--- src/rtl/sp_ram_ctrl.sv ---
// Single-port RAM with req/rsp handshake, byte strobes, address checks and a post-reset clear.
// Define SP_RAM_OUT_REG_EN to add an output register stage (2-cycle response latency).
module sp_ram_ctrl #(
    parameter int DATA_W = 32,
    parameter int DEPTH  = 16,
    parameter int ADDR_W = 32
) (
    input  logic                clk,
    input  logic                rstn,
    input  logic                req,
    output logic                ready,
    input  logic                we,
    input  logic [DATA_W/8-1:0] wstrb,
    input  logic [ADDR_W-1:0]   addr,
    input  logic [DATA_W-1:0]   wdata,
    output logic                rvalid,
    output logic [DATA_W-1:0]   rdata,
    output logic                err,
    output logic                init_done
);

    localparam int NB    = DATA_W / 8;
    localparam int OFF_W = (NB > 1) ? $clog2(NB) : 0;
    localparam int IDX_W = (DEPTH > 1) ? $clog2(DEPTH) : 1;
    localparam logic [ADDR_W-1:0] OFF_MASK = ADDR_W'((64'd1 << OFF_W) - 64'd1);
    localparam logic [ADDR_W-1:0] DEPTH_A  = ADDR_W'(DEPTH);
    localparam logic [IDX_W-1:0]  LAST_IDX = IDX_W'(DEPTH - 1);

    typedef enum logic {
        CLEAR,
        IDLE
    } state_t;

    state_t state, state_nxt;

    logic [IDX_W-1:0]  cnt;
    logic [DATA_W-1:0] mem [DEPTH];

    logic              accept;
    logic              misaligned;
    logic              out_of_range;
    logic              bad;
    logic [ADDR_W-1:0] word_addr;
    logic [IDX_W-1:0]  idx;

    logic              rv1;
    logic              err1;
    logic [DATA_W-1:0] rd1;

    assign word_addr    = addr >> OFF_W;
    assign misaligned   = |(addr & OFF_MASK);
    assign out_of_range = word_addr >= DEPTH_A;
    assign bad          = misaligned | out_of_range;
    assign accept       = req & ready;
    assign idx          = word_addr[IDX_W-1:0];

    always_ff @(posedge clk or negedge rstn) begin
        if (!rstn) begin
            state <= CLEAR;
        end else begin
            state <= state_nxt;
        end
    end

    always_ff @(posedge clk or negedge rstn) begin
        if (!rstn) begin
            cnt <= '0;
        end else if (state == CLEAR) begin
            cnt <= cnt + IDX_W'(1);
        end
    end

    always_comb begin
        state_nxt = state;
        case (state)
            CLEAR:   if (cnt == LAST_IDX) state_nxt = IDLE;
            IDLE:    state_nxt = IDLE;
            default: state_nxt = CLEAR;
        endcase
    end

    always_comb begin
        ready     = 1'b0;
        init_done = 1'b0;
        if (state == IDLE) begin
            ready     = 1'b1;
            init_done = 1'b1;
        end
    end

    // Storage has no reset so it maps onto block RAM; the clear sequence zeroes it instead.
    always_ff @(posedge clk) begin
        if (state == CLEAR) begin
            mem[cnt] <= '0;
        end else if (accept && we && !bad) begin
            for (int i = 0; i < NB; i++) begin
                if (wstrb[i]) begin
                    mem[idx][8*i +: 8] <= wdata[8*i +: 8];
                end
            end
        end
    end

    // rdata keeps its last value between responses; err is only raised alongside rvalid.
    always_ff @(posedge clk or negedge rstn) begin
        if (!rstn) begin
            rv1  <= 1'b0;
            err1 <= 1'b0;
            rd1  <= '0;
        end else if (accept) begin
            rv1  <= 1'b1;
            err1 <= bad;
            rd1  <= (!we && !bad) ? mem[idx] : '0;
        end else begin
            rv1  <= 1'b0;
            err1 <= 1'b0;
        end
    end

`ifdef SP_RAM_OUT_REG_EN
    logic              rv2;
    logic              err2;
    logic [DATA_W-1:0] rd2;

    always_ff @(posedge clk or negedge rstn) begin
        if (!rstn) begin
            rv2  <= 1'b0;
            err2 <= 1'b0;
            rd2  <= '0;
        end else begin
            rv2  <= rv1;
            err2 <= err1;
            if (rv1) begin
                rd2 <= rd1;
            end
        end
    end

    assign rvalid = rv2;
    assign err    = err2;
    assign rdata  = rd2;
`else
    assign rvalid = rv1;
    assign err    = err1;
    assign rdata  = rd1;
`endif

endmodule
--- config.mk ---
export PLATFORM = sky130hd
export DESIGN_NAME = sp_ram_ctrl
export DESIGN_NICKNAME = d
export VERILOG_FILES = /design/src/rtl/sp_ram_ctrl.sv
export SDC_FILE = /design/constraint.sdc
export NUM_CORES = 1
export LEC_CHECK = 0
export ABC_AREA = 1
export CORE_ASPECT_RATIO = 0.8
export CORE_UTILIZATION = 54
export DETAILED_ROUTE_END_ITERATION = 6
export GPL_ROUTABILITY_DRIVEN = 0
export PLACE_DENSITY = 0.75
export SLEW_MARGIN = 0
export SYNTH_ARGS = -nofsm -noshare
export SYNTH_HDL_FRONTEND = slang
export SYNTH_SLANG_ARGS = --single-unit
--- constraint.sdc ---
create_clock -name clk -period 2 [get_ports clk]
set_input_delay 0.4 -clock clk [delete_from_list [all_inputs] [get_ports clk]]
set_output_delay 0.4 -clock clk [all_outputs]
set_load 0.01 [all_outputs]
==> metrics <==
status=finished with violations; failing checks=negative setup slack; synthesized instance count=1815; row count=between 60 and 70; per-cell routed wire length=between 20 and 25 um; Max Buffers Root-to-Sink=3; dpl cell area=about 26000 sq um; die area=approximately 42000 sq um; Syn. warnings=0; Synth Area in Adders=0.0560%; Hold/Removal Path Class=in -> async; Startpoint Class=flop; first drt pass iteration count=6; RSZ-0062 raised after global routing=true; Slew HR=a little over half; main combinational cell family by area after synthesis=simple AND/OR/NAND/NOR gates; Psw=4.82 mW; ant diodes=0; 1st-iter DRT viols=between 2000 and 2500; Internal Pwr Total=18.0 mW; switching share of power=between 20% and 30%; grt total ovfl=0; Remaining DRCs=0; Area Growth Syn to Fin=28.6%; # setup viols final=1024; Final nets=between 2000 and 2500; Final Cycle Share=121%; chip width=229 um; top_reg_cell synth=edfxtp_1; Post-synth EDFFs=512; via count=between 15000 and 20000; share of power burned in the clock network=40.7%; final hold vios=0; Post-synth ARST share=around 7%; final wirelength=approximately 60000 um; XOR/XNOR Fraction of Synth Area=less than 1%; Layout fillers=2642; fraction of layout cells with a size suffix above 1=18.7%; Peak supply drop=around 800 uV; first-pass GRT wire length=a little under 90000 um; setup tns final=-284.36 ns; fraction of synthesized area in multiplexers=0%; number of H-tree levels=2; Buffers on Ports=about 110; Detailed Place HPWL=roughly 36000 um; Via density=roughly 6.1; P_leak=approximately 11 nW; clock transition at the registers of the reported paths=approximately 0.060 ns; Worst EP required=roughly 2.3 ns; sequential share of the synthesized area=about three quarters; clk_skew=0.0214 ns; Post-Synth Simple-Gate Area=between 10% and 20%; Yosys reg bits=around 550; Num CTS Buffers=50; Sinks on Clock Net=between 500 and 600; Peak Freq=413 MHz; combinational power share=approximately 5.0%; Worst setup EP type=flop; Avg Inst Size Synth=around 12 sq um; Critical Setup Path Class=reg -> reg; CP arrival=2.67 ns; Finished Core Util=70.5%; initial antenna violation count=0; largest net degree at the start of global routing=84; vias in the first global route=approximately 15000; Net Count, Synth=between 1500 and 2000; die height=between 150 and 200 um; Skew-Pair Late Insertion Delay=0.58 ns; Worst Slack Setup Final=-0.424 ns; Core ar.=~41000 sq um; design area=roughly 29000 sq um; Compound-Gate Fraction of Synth Area=between 10 and 15%; fin. max-slew vios=0; clock tree from TritonCTS=built; Pwr Density=approximately 800 nW/um^2; Critical Path Fanout Max=8; Antenna Nets Post-Route=0; IO Count=around 110; area of the mapped netlist=22300 sq um; Period minus WS final=roughly 2.4 ns; Sequential Power Share=between 50% and 60%; GRT Overall Usage=27.6%; Root Buffer=clkbuf_16; Max-Cap Viols=0; Min Hold Slack=around 0.33 ns; Least-Margin Pin Slew=approximately 0.67 ns; Yosys cell types=30; Initial Util=a little over half
power by group through the flow:
stage	sequential [mW]	clock, mW	combinational [mW]
3_3_place_gp	12.7	0	1.09
3_5_place_dp	12.7	0	1.11
5_1_grt	12.4	9.80	1.22
2_1_floorplan	12.7	0	0.581
4_1_cts	12.4	9.27	1.11
6_report	12.4	9.28	1.14
layer usage:
| layer | vias to the layer above | GRT usage, % | part of all wire, % |
|---|---|---|---|
| met1 | 7819 | 40.0 | 41 |
| met5 | - | 0 | 0 |
| met4 | 0 | 7.65 | 3.0 |
| met3 | 151 | 4.64 | 8.9 |
| met2 | 941 | 43.3 | 47 |
| li1 | 7030 | - | - |
worst paths after layout:
path / start / to / slack, ns / depth (start not counted)
worst max-delay path: state / mem[8][29] / -0.42 / 12
worst min register to register: rdata[13] / rdata[13] / 0.48 / 2
max in group asynchronous: rstn / rdata[10] / 1.39 / 3
worst min-delay path: rstn / rdata[22] / 0.33 / 3
min in group clk: rdata[13] / rdata[13] / 0.48 / 2
worst max register to register: state / mem[8][29] / -0.42 / 12
Yosys cell counts (2+ instances only):
library cell,count,area (sq um)
a21oi_1,216,1080
a22oi_1,62,465
a32o_1,32,320
buf_1,9,33.8
buf_2,26,130
buf_4,2,15.0
clkbuf_1,82,308
dfrtp_1,39,976
edfxtp_1,512,15400
inv_1,49,184
inv_2,4,15.0
nand2_1,510,1910
nand2_2,8,50.1
nand3_1,42,210
nand4_1,4,25.0
nor2_1,124,465
nor2_2,4,25.0
nor2_4,2,22.5
o211ai_1,33,248
o211ai_4,2,42.5
o21ai_0,11,55.1
o22ai_1,4,25.0
o311ai_0,30,263
xor2_1,2,17.5
repair_timing:
| item | in CTS | in global routing |
|---|---|---|
| setup buffers | 36 | 18 |
| gates cloned | 0 | 1 |
| pin swaps | 60 | 69 |
| hold buffers | 1 | 0 |
| endpoints found under the hold margin | 39 | 0 |
| endpoints found under the setup margin | 911 | 1057 |
| resized for setup | 40 | 84 |
through the flow:
step	instances	setup WS, ns	power (mW)
2_1_floorplan	1815	-0.172	13.2
3_5_place_dp	2482	-1.06	13.8
3_3_place_gp	2482	-0.928	13.7
6_report	2631	-0.424	22.8
4_1_cts	2612	-0.337	22.8
5_1_grt	2631	-0.502	23.4
worst max-delay path, cell delays in order, from the launching register on:
cell and delay (ns):
dfrtp_2 0.45, nand2_2 0.10, nor2_4 0.06, buf_12 0.13, o211ai_4 0.12, nand2_4 0.15
nand2_4 0.11, nand2_4 0.09, buf_6 0.14, nor2_4 0.19, buf_12 0.16, nand2_8 0.10
nor2_4 0.28
kinds of logic (layout without fill, tap and decap cells):
group,count (synthesis),count (layout)
adder cells (fa/ha/maj),1,1
XOR/XNOR,3,3
flip-flops,551,551
buffers and inverters,173,445
AND/OR/NAND/NOR,696,696
AO/OA/AOI/OAI,391,391
layout by cell type (no fill, tap or decap), drive strengths merged, types with 16 or more instances in the layout:
| master | synthesis | routed |
|---|---|---|
| a32o | 32 | 32 |
| dlygate4sd2 | 0 | 16 |
| inv | 53 | 53 |
| clkinv | 1 | 16 |
| nor2 | 131 | 131 |
| a22oi | 62 | 62 |
| nand3 | 42 | 42 |
| dfrtp | 39 | 39 |
| o211ai | 35 | 35 |
| o311ai | 30 | 30 |
| buf | 37 | 194 |
| a21oi | 216 | 216 |
| clkdlybuf4s50 | 0 | 74 |
| edfxtp | 512 | 512 |
| clkbuf | 82 | 75 |
| nand2 | 518 | 518 |
sequential cells by signal, indices dropped and copies added, names as in the netlist:
name    count
state       1
cnt         4
err         1
rvalid      1
rdata      32
mem       512
layout make-up:
type	count	area [sq um]	area share [%]
Inverter	54	226	0.789
Tap cell	544	681	2.37
Multi-Input combinational cell	1091	6110	21.3
Sequential cell	551	16400	56.9
Clock buffer	73	1410	4.91
Timing Repair Buffer	298	3790	13.2
Clock inverter	20	148	0.514
Power figures use the tool's default switching activity.
